===== config.mk =====
export PLATFORM = sky130hd
export DESIGN_NAME = alarm_controller
export DESIGN_NICKNAME = d
export VERILOG_FILES = /design/src/rtl/alarm_controller.sv
export SDC_FILE = /design/constraint.sdc
export NUM_CORES = 1
export LEC_CHECK = 0
export ABC_AREA = 1
export BUFFER_PORTS_ARGS = -buffer_cell sky130_fd_sc_hd__buf_4
export CAP_MARGIN = 20
export CELL_PAD_IN_SITES_DETAIL_PLACEMENT = 0
export CELL_PAD_IN_SITES_GLOBAL_PLACEMENT = 2
export CORE_MARGIN = 1.5
export CORE_UTILIZATION = 30
export CTS_CLUSTER_SIZE = 40
export DETAILED_ROUTE_END_ITERATION = 10
export GPL_TIMING_DRIVEN = 0
export HOLD_SLACK_MARGIN = 0.12
export PLACE_DENSITY = 0.9
export SLEW_MARGIN = 25
export SYNTH_ARGS = -nofsm -noshare
export SYNTH_HDL_FRONTEND = slang
export SYNTH_SLANG_ARGS = --single-unit

===== constraint.sdc =====
create_clock -name clk -period 3.5 [get_ports clk]
set_input_delay 0.7 -clock clk [delete_from_list [all_inputs] [get_ports clk]]
set_output_delay 0.7 -clock clk [all_outputs]
set_load 0.05 [all_outputs]

===== src/rtl/alarm_controller.sv =====
// Arming/alarm sequencer: turns the sensor alert level into exit delay, armed
// surveillance, entry delay and a bounded siren period, timed by an enable tick.
module alarm_controller #(
    parameter int unsigned EXIT_DELAY  = 30,
    parameter int unsigned ENTRY_DELAY = 15,
    parameter int unsigned SIREN_TIME  = 120,
    parameter int unsigned CNT_W       = 8
) (
    input  logic             clk,
    input  logic             rst,
    input  logic             tick,
    input  logic             alert,
    input  logic             arm,
    input  logic             disarm,
    output logic [2:0]       state,
    output logic             armed,
    output logic             siren,
    output logic [CNT_W-1:0] countdown,
    output logic             alarm_event
);

    localparam int unsigned ST_W = 3;

    localparam logic [CNT_W-1:0] EXIT_LD  = CNT_W'(EXIT_DELAY);
    localparam logic [CNT_W-1:0] ENTRY_LD = CNT_W'(ENTRY_DELAY);
    localparam logic [CNT_W-1:0] SIREN_LD = CNT_W'(SIREN_TIME);
    localparam logic [CNT_W-1:0] CNT_ONE  = CNT_W'(1);
    localparam logic [CNT_W-1:0] CNT_ZERO = '0;

    typedef enum logic [ST_W-1:0] {
        ST_DISARMED   = 3'd0,
        ST_EXIT_WAIT  = 3'd1,
        ST_ARMED      = 3'd2,
        ST_ENTRY_WAIT = 3'd3,
        ST_ALARM      = 3'd4
    } state_e;

    state_e           state_q, state_d;
    logic [CNT_W-1:0] cnt_q, cnt_d;
    logic             armed_q, armed_d;
    logic             siren_q, siren_d;
    logic             event_q, event_d;

    // A timed state expires on the tick that sees count==1; <=1 also covers a
    // zero count so the counter can never wrap.
    logic             expire_c;
    logic [CNT_W-1:0] cnt_dec_c;

    assign expire_c  = tick && (cnt_q <= CNT_ONE);
    assign cnt_dec_c = cnt_q - CNT_ONE;

    // State, counter and output registers
    always_ff @(posedge clk or posedge rst) begin
        if (rst) begin
            state_q <= ST_DISARMED;
            cnt_q   <= CNT_ZERO;
            armed_q <= 1'b0;
            siren_q <= 1'b0;
            event_q <= 1'b0;
        end else begin
            state_q <= state_d;
            cnt_q   <= cnt_d;
            armed_q <= armed_d;
            siren_q <= siren_d;
            event_q <= event_d;
        end
    end

    // Next-state and next-output logic; disarm outranks expiry/alert, which outrank arm
    always_comb begin
        state_d = state_q;
        cnt_d   = cnt_q;
        armed_d = 1'b0;
        siren_d = 1'b0;
        event_d = 1'b0;

        if (disarm) begin
            state_d = ST_DISARMED;
            cnt_d   = CNT_ZERO;
        end else begin
            unique case (state_q)
                ST_DISARMED: begin
                    cnt_d = CNT_ZERO;
                    if (arm) begin
                        state_d = ST_EXIT_WAIT;
                        cnt_d   = EXIT_LD;
                    end
                end
                ST_EXIT_WAIT: begin
                    if (expire_c) begin
                        state_d = ST_ARMED;
                        cnt_d   = CNT_ZERO;
                    end else if (tick) begin
                        cnt_d = cnt_dec_c;
                    end
                end
                ST_ARMED: begin
                    cnt_d = CNT_ZERO;
                    if (alert) begin
                        state_d = ST_ENTRY_WAIT;
                        cnt_d   = ENTRY_LD;
                    end
                end
                ST_ENTRY_WAIT: begin
                    if (expire_c) begin
                        state_d = ST_ALARM;
                        cnt_d   = SIREN_LD;
                    end else if (tick) begin
                        cnt_d = cnt_dec_c;
                    end
                end
                ST_ALARM: begin
                    // Always return via ARMED so a held alert restarts the entry delay
                    if (expire_c) begin
                        state_d = ST_ARMED;
                        cnt_d   = CNT_ZERO;
                    end else if (tick) begin
                        cnt_d = cnt_dec_c;
                    end
                end
                default: begin
                    state_d = ST_DISARMED;
                    cnt_d   = CNT_ZERO;
                end
            endcase
        end

        armed_d = (state_d == ST_ARMED) || (state_d == ST_ENTRY_WAIT) ||
                  (state_d == ST_ALARM);
        siren_d = (state_d == ST_ALARM);
        event_d = (state_d == ST_ALARM) && (state_q != ST_ALARM);
    end

    assign state       = state_q;
    assign armed       = armed_q;
    assign siren       = siren_q;
    assign countdown   = cnt_q;
    assign alarm_event = event_q;

endmodule


==> summary.txt, run 1 <==
top_reg_cell synth: sky130_fd_sc_hd__dfrtp_1
number of max-cap violations: 0
die boundary width: 55.9 um
count of unresolved DRC violations after routing: 0
setup clock skew after layout: 0.00320 ns
last element of the critical path: state[2]
Reg-to-Reg Start: countdown[0]$_DFF_PP0_
proportion of synthesized flip-flops having asynchronous set or reset: 1.00
Diodes inserted: 0
share of the clock period used by the worst path after layout: 0.492
Sw Share: 0.546
Netlist cell types: 18
num rows: 19
CTS max path bufs: 2
total track usage: 0.139
Buffers & Inverters on Critical Path: 1
Internal Pwr Total: 469 uW
deepest level of the CTS H-tree: 1
Final Setup Violations: 0
endpoint of the worst register-to-register path: countdown[6]$_DFF_PP0_
Final nets: 146
y dimension of the die: 55.9 um
Resize count post-CTS: 0
Critical path origin: state[2]$_DFF_PP0_
WP depth: 1
sequential group share of total power: 0.274
IR Drop Worst-Case VDD: 0.000534 V
starting density of the core: 0.310
crit path capture type: output port
met2 usage in global routing: 0.233
Fin Setup TNS: 0 ns
global-route wire length before repair: 3.46 mm
Inserted Clock Buffers: 3
final hold violations: 0
via count of the first global-routing pass: 793
top cells by area, synth: sky130_fd_sc_hd__dfrtp_1, sky130_fd_sc_hd__nand2_1, sky130_fd_sc_hd__inv_1, sky130_fd_sc_hd__nor2_1, sky130_fd_sc_hd__nand3_1
Vias: 787
sequential fraction of the synthesis area: 0.417
Mapped Nets: 122
yosys synthesis warning count: 0
Register-to-Register Path Depth: 11
number of buffers inserted by port buffering: 19
Critical Setup Path Class: reg2out
synthesized netlist cell count: 114
TritonCTS sink count: 14
flop2flop setup slack: 1.92 ns
share of layout cells above drive strength 1: 0.270
buffers inserted by post-CTS timing repair: 0
setup repair after global routing missed its margin: no
Combinational Power Share: 0.612
Max Fanout on Critical Path: 6
core region area: 0.00271 mm^2
number of antenna violations at the first check in global routing: 0
fraction of met1 tracks used by global routing: 0.177
number of enable-type register cells in the synthesized netlist: 0
maximum frequency from static timing analysis: 580 MHz
drt first-iter violations: 14
Area growth syn-to-layout: 25.9%
TritonCTS clock tree: built
number of storage elements in the synthesis netlist: 14
Worst EP arrival: 1.02 ns
final worst path period need: 1.72 ns
total design power: 1.03 mW
number of detailed-routing iterations run before antenna repair: 4
net switching component of the power: 564 uW
largest area contributor in the synthesized netlist: sky130_fd_sc_hd__dfrtp_1
clock slew at reported path FFs: 0.09 ns
met3 layer usage reported by global route: 0.0349
fraction of post-synthesis cell area in the top cell type by area: 0.417
measured slew at the worst slew-check pin: 0.555 ns
top post-synthesis cells by count: sky130_fd_sc_hd__nand2_1, sky130_fd_sc_hd__inv_1, sky130_fd_sc_hd__nor2_1
critical path data required time: 2.80 ns
wire length after detailed routing: 1.92 mm
netlist area before placement: 841 um^2
most instantiated library cell after synthesis: sky130_fd_sc_hd__nand2_1
global route overflow: 0
maximum number of pins on one net before global-route repair: 15
Worst setup SP type: flop
post-detailed-route count of antenna-violating nets: 0
half-perimeter wire length of the detailed placement result: 1.57 mm
number of I/O pins: 20
detailed-route vias per instance: 4.68
number of max-slew violations in the final report: 0
Die Footprint: 0.00313 mm^2
cell with the largest stage delay on the worst path: sky130_fd_sc_hd__dfrtp_1
Final GP Congestion: 0.786
Cell Pwr Density: 976 mW/mm^2
worst hold path class: in2async
leakage power total: 0.592 nW
Most Used Layer, Global Route: met2
proportion of power drawn by the clock network: 0.113
master cell of the clock root buffer: sky130_fd_sc_hd__clkbuf_4
cell family contributing the most delay on the critical path: flip-flops
cell-by-cell trace of the critical path: buf_4
outcome: completed
insertion delay to the later sink of the worst-skew pair: 0.28 ns
worst rel slew slack: 0.629
Crit path largest cell delay: 0.49 ns
synthesized area per cell: 7.38 um^2
number of buffers inserted for hold repair after clock tree synthesis: 0
Wirelength per Cell: 11.4 um
==> layout by cell type, fill, tap and decap left out, drive strengths merged <==
master / count
nand3: 11
a21oi: 3
ha: 2
nand2: 30
clkbuf: 4
dfrtp: 14
inv: 19
o21ai: 8
xor2: 1
nor2: 21
buf: 19
nand3b: 1
nand4: 4
==> sequential cells by signal, summed over array words and instances, names as in the netlist <==
register     flops
countdown        8
state            3
alarm_event      1
armed            1
siren            1
==> layer usage <==
layer / wire, um / vias to the layer above
li1: - / 405
met2: 909 / 19
met3: 96 / 2
met5: 0 / -
met1: 908 / 361
met4: 7 / 0
==> kinds of logic (layout without fill, tap and decap cells) <==
logic type | Yosys count | in the layout | synth area share
compound gates | 11 | 11 | 0.0789
fa+ha+maj | 2 | 2 | 0.0298
flops | 14 | 14 | 0.417
buf+inv | 19 | 42 | 0.0848
simple gates | 67 | 67 | 0.379
xor+xnor | 1 | 1 | 0.0104
==> worst min-delay path by stage <==
stage | startpoint | endpoint | slack, ns
final | rst | state[2]$_DFF_PP0_ | 0.46
after global routing | rst | countdown[0]$_DFF_PP0_ | 0.52
after CTS | rst | state[2]$_DFF_PP0_ | 0.49
after detailed placement | countdown[7]$_DFF_PP0_ | countdown[7]$_DFF_PP0_ | 0.59
after global placement | countdown[7]$_DFF_PP0_ | countdown[7]$_DFF_PP0_ | 0.58
after floorplan | rst | alarm_event$_DFF_PP0_ | 0.59
==> worst register-to-register path: stages (launching register included) <==
cell,delay (ns)
sky130_fd_sc_hd__dfrtp_1,0.44
sky130_fd_sc_hd__inv_1,0.10
sky130_fd_sc_hd__ha_1,0.17
sky130_fd_sc_hd__inv_1,0.04
sky130_fd_sc_hd__nand2_1,0.09
sky130_fd_sc_hd__nand2_1,0.06
sky130_fd_sc_hd__nor2_1,0.14
sky130_fd_sc_hd__nand2_2,0.12
sky130_fd_sc_hd__nand2_2,0.09
sky130_fd_sc_hd__nand2_4,0.06
sky130_fd_sc_hd__nand2_1,0.10
sky130_fd_sc_hd__nor2_1,0.06
==> final cells by class <==
class | instances | area [um^2]
inverters | 19 | 71.3
well taps | 31 | 38.8
fillers | 304 | 1650
repair buffers | 19 | 143
multi-input cells | 81 | 419
clock buffers | 4 | 36.3
flip-flops and latches | 14 | 350
==> power by group through the flow <==
| stage | clock (mW) | sequential [mW] | combinational [mW] |
|---|---|---|---|
| after floorplan | 0 | 0.466 | 0.287 |
| after global placement | 0 | 0.287 | 0.635 |
| after detailed placement | 0 | 0.288 | 0.637 |
| after CTS | 0.121 | 0.286 | 0.639 |
| after global routing | 0.125 | 0.294 | 0.709 |
| final | 0.117 | 0.283 | 0.633 |
==> stage by stage <==
step	utilization	instance area, um^2	setup slack, ns	hold slack, ns	std cells
after global routing	0.391	1060	1.72	0.523	168
after detailed placement	0.377	1020	1.91	0.593	164
final	0.391	1060	1.78	0.464	168
after CTS	0.391	1060	1.76	0.486	168
after floorplan	-	841	1.81	0.589	114
after global placement	0.377	1020	1.90	0.575	164
No activity file was read; power rests on OpenSTA's default activity.
==> run 2, diff against run 1 <==
--- a/config.mk
+++ b/config.mk
@@ -11,12 +11,12 @@
 export CELL_PAD_IN_SITES_DETAIL_PLACEMENT = 0
 export CELL_PAD_IN_SITES_GLOBAL_PLACEMENT = 2
 export CORE_MARGIN = 1.5
-export CORE_UTILIZATION = 30
+export CORE_UTILIZATION = 28
 export CTS_CLUSTER_SIZE = 40
 export DETAILED_ROUTE_END_ITERATION = 10
 export GPL_TIMING_DRIVEN = 0
 export HOLD_SLACK_MARGIN = 0.12
-export PLACE_DENSITY = 0.9
+export PLACE_DENSITY = 0.86
 export SLEW_MARGIN = 25
 export SYNTH_ARGS = -nofsm -noshare
 export SYNTH_HDL_FRONTEND = slang
==> constraint.sdc (replaced) <==
create_clock -name clk -period 1.7 [get_ports clk]
set_input_delay 0.34 -clock clk [delete_from_list [all_inputs] [get_ports clk]]
set_output_delay 0.34 -clock clk [all_outputs]
set_load 0.05 [all_outputs]
==> run 2 against run 1 <==
Via count fell by 1.4%. Die area up 6.8%. Cell count is 1.2% higher. Setup slack worse by 1.6 ns. Total power grew 110%. Sequential power increased by 100%. Core utilization decreased by 0.61 points. Critical path depth is 10 higher. The run now ends with design-rule violations left. Clock-buffer cell count unchanged.
==> summary.txt, run 2 (synthesis results as in run 1) <==
master cell of the clock root buffer: sky130_fd_sc_hd__clkbuf_4
total design power: 2.14 mW
deepest level of the CTS H-tree: 1
number of detailed-routing iterations run before antenna repair: 7
setup repair after global routing missed its margin: no
Fin Setup TNS: 0 ns
number of max-cap violations: 0
Combinational Power Share: 0.617
number of flip-flops in the largest register: 8
Diodes inserted: 0
die boundary width: 57.8 um
measured slew at the worst slew-check pin: 0.556 ns
starting density of the core: 0.300
share of layout cells above drive strength 1: 0.281
Inserted Clock Buffers: 3
worst rel slew slack: 0.629
Crit path largest cell delay: 0.42 ns
half-perimeter wire length of the detailed placement result: 1.57 mm
violated checks: design-rule violations
post-detailed-route count of antenna-violating nets: 0
last element of the critical path: armed$_DFF_PP0_
global-route wire length before repair: 3.44 mm
post-placement cell count: 164
Critical Setup Path Class: reg2reg
insertion delay to the later sink of the worst-skew pair: 0.28 ns
hold slack final: 0.343 ns
via count of the first global-routing pass: 756
Register-to-Register Path Depth: 11
net switching component of the power: 1.16 mW
number of antenna violations at the first check in global routing: 0
detailed-route vias per instance: 4.56
Die Footprint: 0.00334 mm^2
most frequent cells in the layout: sky130_fd_sc_hd__nand2_1, sky130_fd_sc_hd__buf_4, sky130_fd_sc_hd__inv_1
TritonCTS sink count: 14
leading cell type in the layout, fill and taps excluded: sky130_fd_sc_hd__nand2_1
Final nets: 148
clock slew at reported path FFs: 0.09 ns
share of the core filled with cells in the final layout: 0.384
TritonCTS clock tree: built
endpoint of the worst register-to-register path: armed$_DFF_PP0_
worst hold path class: in2reg
share of the clock period used by the worst path after layout: 0.885
Vias: 776
drt first-iter violations: 21
final worst path period need: 1.50 ns
final hold violations: 0
Area growth syn-to-layout: 28.3%
Final Non-Filler Cells: 170
Reg-to-Reg Start: countdown[1]$_DFF_PP0_
crit path capture type: flop
Sw Share: 0.543
Critical path origin: countdown[1]$_DFF_PP0_
leakage power total: 0.602 nW
cell with the largest stage delay on the worst path: sky130_fd_sc_hd__dfrtp_1
Internal Pwr Total: 980 uW
Worst setup SP type: flop
Most Used Layer, Global Route: met2
critical path data required time: 1.87 ns
Final Setup Violations: 0
fraction of met1 tracks used by global routing: 0.187
number of buffers inserted by port buffering: 19
number of max-slew violations in the final report: 0
y dimension of the die: 57.8 um
count of unresolved DRC violations after routing: 4
setup clock skew after layout: 0.00812 ns
wire length after detailed routing: 1.93 mm
Worst EP arrival: 1.68 ns
Cell Pwr Density: 1990 mW/mm^2
Max Fanout on Critical Path: 5
core region area: 0.00281 mm^2
IR Drop Worst-Case VDD: 0.000839 V
Final GP Congestion: 0.774
num rows: 19
outcome: finished with violations
maximum frequency from static timing analysis: 665 MHz
sequential group share of total power: 0.270
maximum number of pins on one net before global-route repair: 15
met2 usage in global routing: 0.200
cell-by-cell trace of the critical path: inv_1, ha_1, inv_1, nand2_1, nand2_1, nor2_2, nand2_2, nand2_2, nand2_4, nand2_2, nand2_1
flop2flop setup slack: 0.20 ns
total track usage: 0.134
met3 layer usage reported by global route: 0.0335
number of I/O pins: 20
global route overflow: 0
CTS max path bufs: 2
proportion of power drawn by the clock network: 0.112
Wirelength per Cell: 11.4 um
-- run 2: cell types whose count changed in the layout (fill, tap and decap cells not counted), sizes merged --
cell and change:
buf +1, dlygate4sd3 +1
-- run 2: layout make-up --
type / count / area (um^2)
clock buffer: 4 / 36.3
tap: 31 / 38.8
inverter: 19 / 71.3
sequential: 14 / 350
timing repair buffer: 21 / 160
multi-input combinational: 81 / 422
fill: 314 / 1730
-- run 2: routing by layer --
layer	vias to the layer above	wire (um)
met3	4	87
met4	0	29
li1	408	-
met1	347	954
met5	-	0
met2	17	863
-- run 2: worst min path at each step --
stage	startpoint	end	slack, ns	cells past startpoint
floorplan	rst	alarm_event$_DFF_PP0_	0.23	1
global placement	rst	siren$_DFF_PP0_	0.43	2
detailed placement	rst	alarm_event$_DFF_PP0_	0.44	2
CTS	arm	countdown[4]$_DFF_PP0_	0.33	3
global route	arm	countdown[4]$_DFF_PP0_	0.33	3
finish	arm	countdown[4]$_DFF_PP0_	0.34	3
-- run 2: repair_timing --
action                                 CTS  global route
hold buffers                             1             0
resized for setup                        0             1
setup buffers                            0             1
endpoints found under the hold margin    8             0
setup endpoints to repair                0             9
-- run 2: critical path, delay by kind of cell, from the launching register on --
kind | cells | cell delay (ns)
and+or+nand+nor | 8 | 0.66
buffers and inverters | 2 | 0.13
adders and majority gates | 1 | 0.17
DFF | 1 | 0.42
-- run 2: power groups by stage --
stage / clock network, mW / registers [mW] / logic, mW
finish: 0.241 / 0.579 / 1.32
global route: 0.270 / 0.601 / 1.46
CTS: 0.257 / 0.586 / 1.32
detailed placement: 0 / 0.589 / 1.31
global placement: 0 / 0.591 / 1.31
floorplan: 0 / 0.959 / 0.592
-- run 2: through the flow --
step	area (um^2)	worst slack [ns]
floorplan	841	0.00645
global placement	1020	0.125
detailed placement	1020	0.116
CTS	1070	0.0925
global route	1080	0.0539
finish	1080	0.196
==> run 3, diff against run 2 <==
--- a/config.mk
+++ b/config.mk
@@ -6,7 +6,7 @@
 export NUM_CORES = 1
 export LEC_CHECK = 0
 export ABC_AREA = 1
-export BUFFER_PORTS_ARGS = -buffer_cell sky130_fd_sc_hd__buf_4
+export BUFFER_PORTS_ARGS = -buffer_cell sky130_fd_sc_hd__buf_2
 export CAP_MARGIN = 20
 export CELL_PAD_IN_SITES_DETAIL_PLACEMENT = 0
 export CELL_PAD_IN_SITES_GLOBAL_PLACEMENT = 2
==> run 3 against run 2 <==
The run still ends with design-rule violations left. Global-route usage fell by 0.34 points. Via count rose by 3.5%. Wire length fell by 2.1%. Critical path depth did not move. Sequential power barely moved. Cell count fell by 0.59%. Die area did not move. Non-clock buffer count fell by 1. Clock-buffer cell count did not move. Critical endpoint unchanged.
==> summary.txt, run 3 (synthesis results as in run 1) <==
Cell Pwr Density: 2010 mW/mm^2
IR Drop Worst-Case VDD: 0.000847 V
total track usage: 0.130
maximum frequency from static timing analysis: 650 MHz
post-detailed-route count of antenna-violating nets: 0
Final nets: 147
setup repair after global routing missed its margin: no
Critical path origin: countdown[0]$_DFF_PP0_
critical path data required time: 1.87 ns
cell with the largest stage delay on the worst path: sky130_fd_sc_hd__dfrtp_2
number of buffers inserted by port buffering: 19
worst hold start: arm
final hold violations: 0
worst rel slew slack: 0.642
endpoint of the worst register-to-register path: armed$_DFF_PP0_
Crit path largest cell delay: 0.45 ns
number of flip-flops in the largest register: 8
starting density of the core: 0.300
total routed wire length on the met1 layer: 885 um
Register-to-Register Path Depth: 11
TritonCTS clock tree: built
Wirelength per Cell: 11.2 um
number of I/O pins: 20
crit path capture type: flop
outcome: finished with violations
worst hold path class: in2reg
violated checks: design-rule violations
count of unresolved DRC violations after routing: 4
Critical Setup Path Class: reg2reg
via count of the first global-routing pass: 781
maximum number of pins on one net before global-route repair: 15
Fin Setup TNS: 0 ns
deepest level of the CTS H-tree: 1
Worst setup SP type: flop
CTS max path bufs: 2
clock slew at reported path FFs: 0.09 ns
number of max-slew violations in the final report: 0
wire length after detailed routing: 1.89 mm
Worst EP arrival: 1.71 ns
global route overflow: 0
Die Footprint: 0.00334 mm^2
Reg-to-Reg Start: countdown[0]$_DFF_PP0_
cell-by-cell trace of the critical path: inv_1, ha_1, inv_1, nand2_1, nand2_1, nor2_2, nand2_2, nand2_2, nand2_4, nand2_2, nand2_1
num rows: 19
met2 wirelength from detailed routing: 906 um
Diodes inserted: 0
number of max-cap violations: 0
master cell of the clock root buffer: sky130_fd_sc_hd__clkbuf_4
Max Fanout on Critical Path: 5
Inserted Clock Buffers: 3
met3 layer wire length in the routed design: 101 um
global-route wire length before repair: 3.35 mm
Vias: 803
final worst path period need: 1.54 ns
Area growth syn-to-layout: 21.9%
share of the clock period used by the worst path after layout: 0.905
drt first-iter violations: 30
TritonCTS sink count: 14
Final GP Congestion: 0.761
half-perimeter wire length of the detailed placement result: 1.54 mm
leakage power total: 0.589 nW
share of the core filled with cells in the final layout: 0.365
leading cell type in the layout, fill and taps excluded: sky130_fd_sc_hd__nand2_1
top layer used by detailed routing: met3
insertion delay to the later sink of the worst-skew pair: 0.28 ns
most frequent cells in the layout: sky130_fd_sc_hd__nand2_1, sky130_fd_sc_hd__buf_2, sky130_fd_sc_hd__inv_1
number of detailed-routing iterations run before antenna repair: 7
core region area: 0.00281 mm^2
die boundary width: 57.8 um
flop2flop setup slack: 0.16 ns
last element of the critical path: armed$_DFF_PP0_
Final Setup Violations: 0
setup clock skew after layout: 0.00480 ns
detailed-route vias per instance: 4.75
y dimension of the die: 57.8 um
number of antenna violations at the first check in global routing: 0
share of layout cells above drive strength 1: 0.283
measured slew at the worst slew-check pin: 0.537 ns
==> run 3: cell count changes in the layout (fill, tap and decap cells not counted) <==
cell,change
sky130_fd_sc_hd__dfrtp_1,-1
sky130_fd_sc_hd__buf_2,+19
sky130_fd_sc_hd__dfrtp_2,+1
sky130_fd_sc_hd__buf_4,-20
==> run 3: worst min-delay path by stage <==
stage / end / slack (ns) / depth (start not counted)
floorplan: alarm_event$_DFF_PP0_ / 0.23 / 1
global placement: siren$_DFF_PP0_ / 0.42 / 2
detailed placement: siren$_DFF_PP0_ / 0.42 / 2
CTS: countdown[4]$_DFF_PP0_ / 0.33 / 3
global route: countdown[4]$_DFF_PP0_ / 0.34 / 3
finish: countdown[4]$_DFF_PP0_ / 0.34 / 3
==> run 3: stage by stage <==
step	instances	setup WS, ns	hold WS, ns	area, um^2	total power [mW]
6_report	169	0.161	0.337	1020	2.06
5_1_grt	169	0.00891	0.342	1020	2.24
4_1_cts	169	0.0991	0.333	1020	2.08
3_5_place_dp	164	0.106	0.417	975	1.83
3_3_place_gp	164	0.127	0.416	975	1.83
2_1_floorplan	114	0.00645	0.229	841	1.55
==> run 3: power by group <==
group	internal, mW	switching, mW
Sequential	0.446	0.134
Combinational	0.328	0.918
Clock	0.130	0.108
Total	0.904	1.16
==> run 3: layout make-up <==
type                    instances  area, um^2
fillers                       315        1780
multi-input cells              81         422
repair buffers                 20         105
clock buffers                   4        36.3
flip-flops and latches         14         352
inverters                      19        71.3
well taps                      31        38.8
==> run 3: metal layers <==
metal  vias up  GRT usage
met5         -          0
met4         0     0.0199
met3         0     0.0491
met2        19      0.216
met1       374      0.166
li1        410          -
==> run 3: worst max-delay path, delay by kind of cell (launching register included) <==
kind                     cells  cell delay [ns]
adder cells (fa/ha/maj)      1             0.17
AND/OR/NAND/NOR              8             0.67
flip-flops                   1             0.45
buffers and inverters        2             0.13
==> run 3: repair_timing <==
| item | 4_1_cts | 5_1_grt |
|---|---|---|
| setup buffers | 0 | 0 |
| hold buffers | 1 | 0 |
| hold endpoints to repair | 14 | 0 |
| setup endpoints to repair | 0 | 11 |
| gates resized for setup | 0 | 2 |
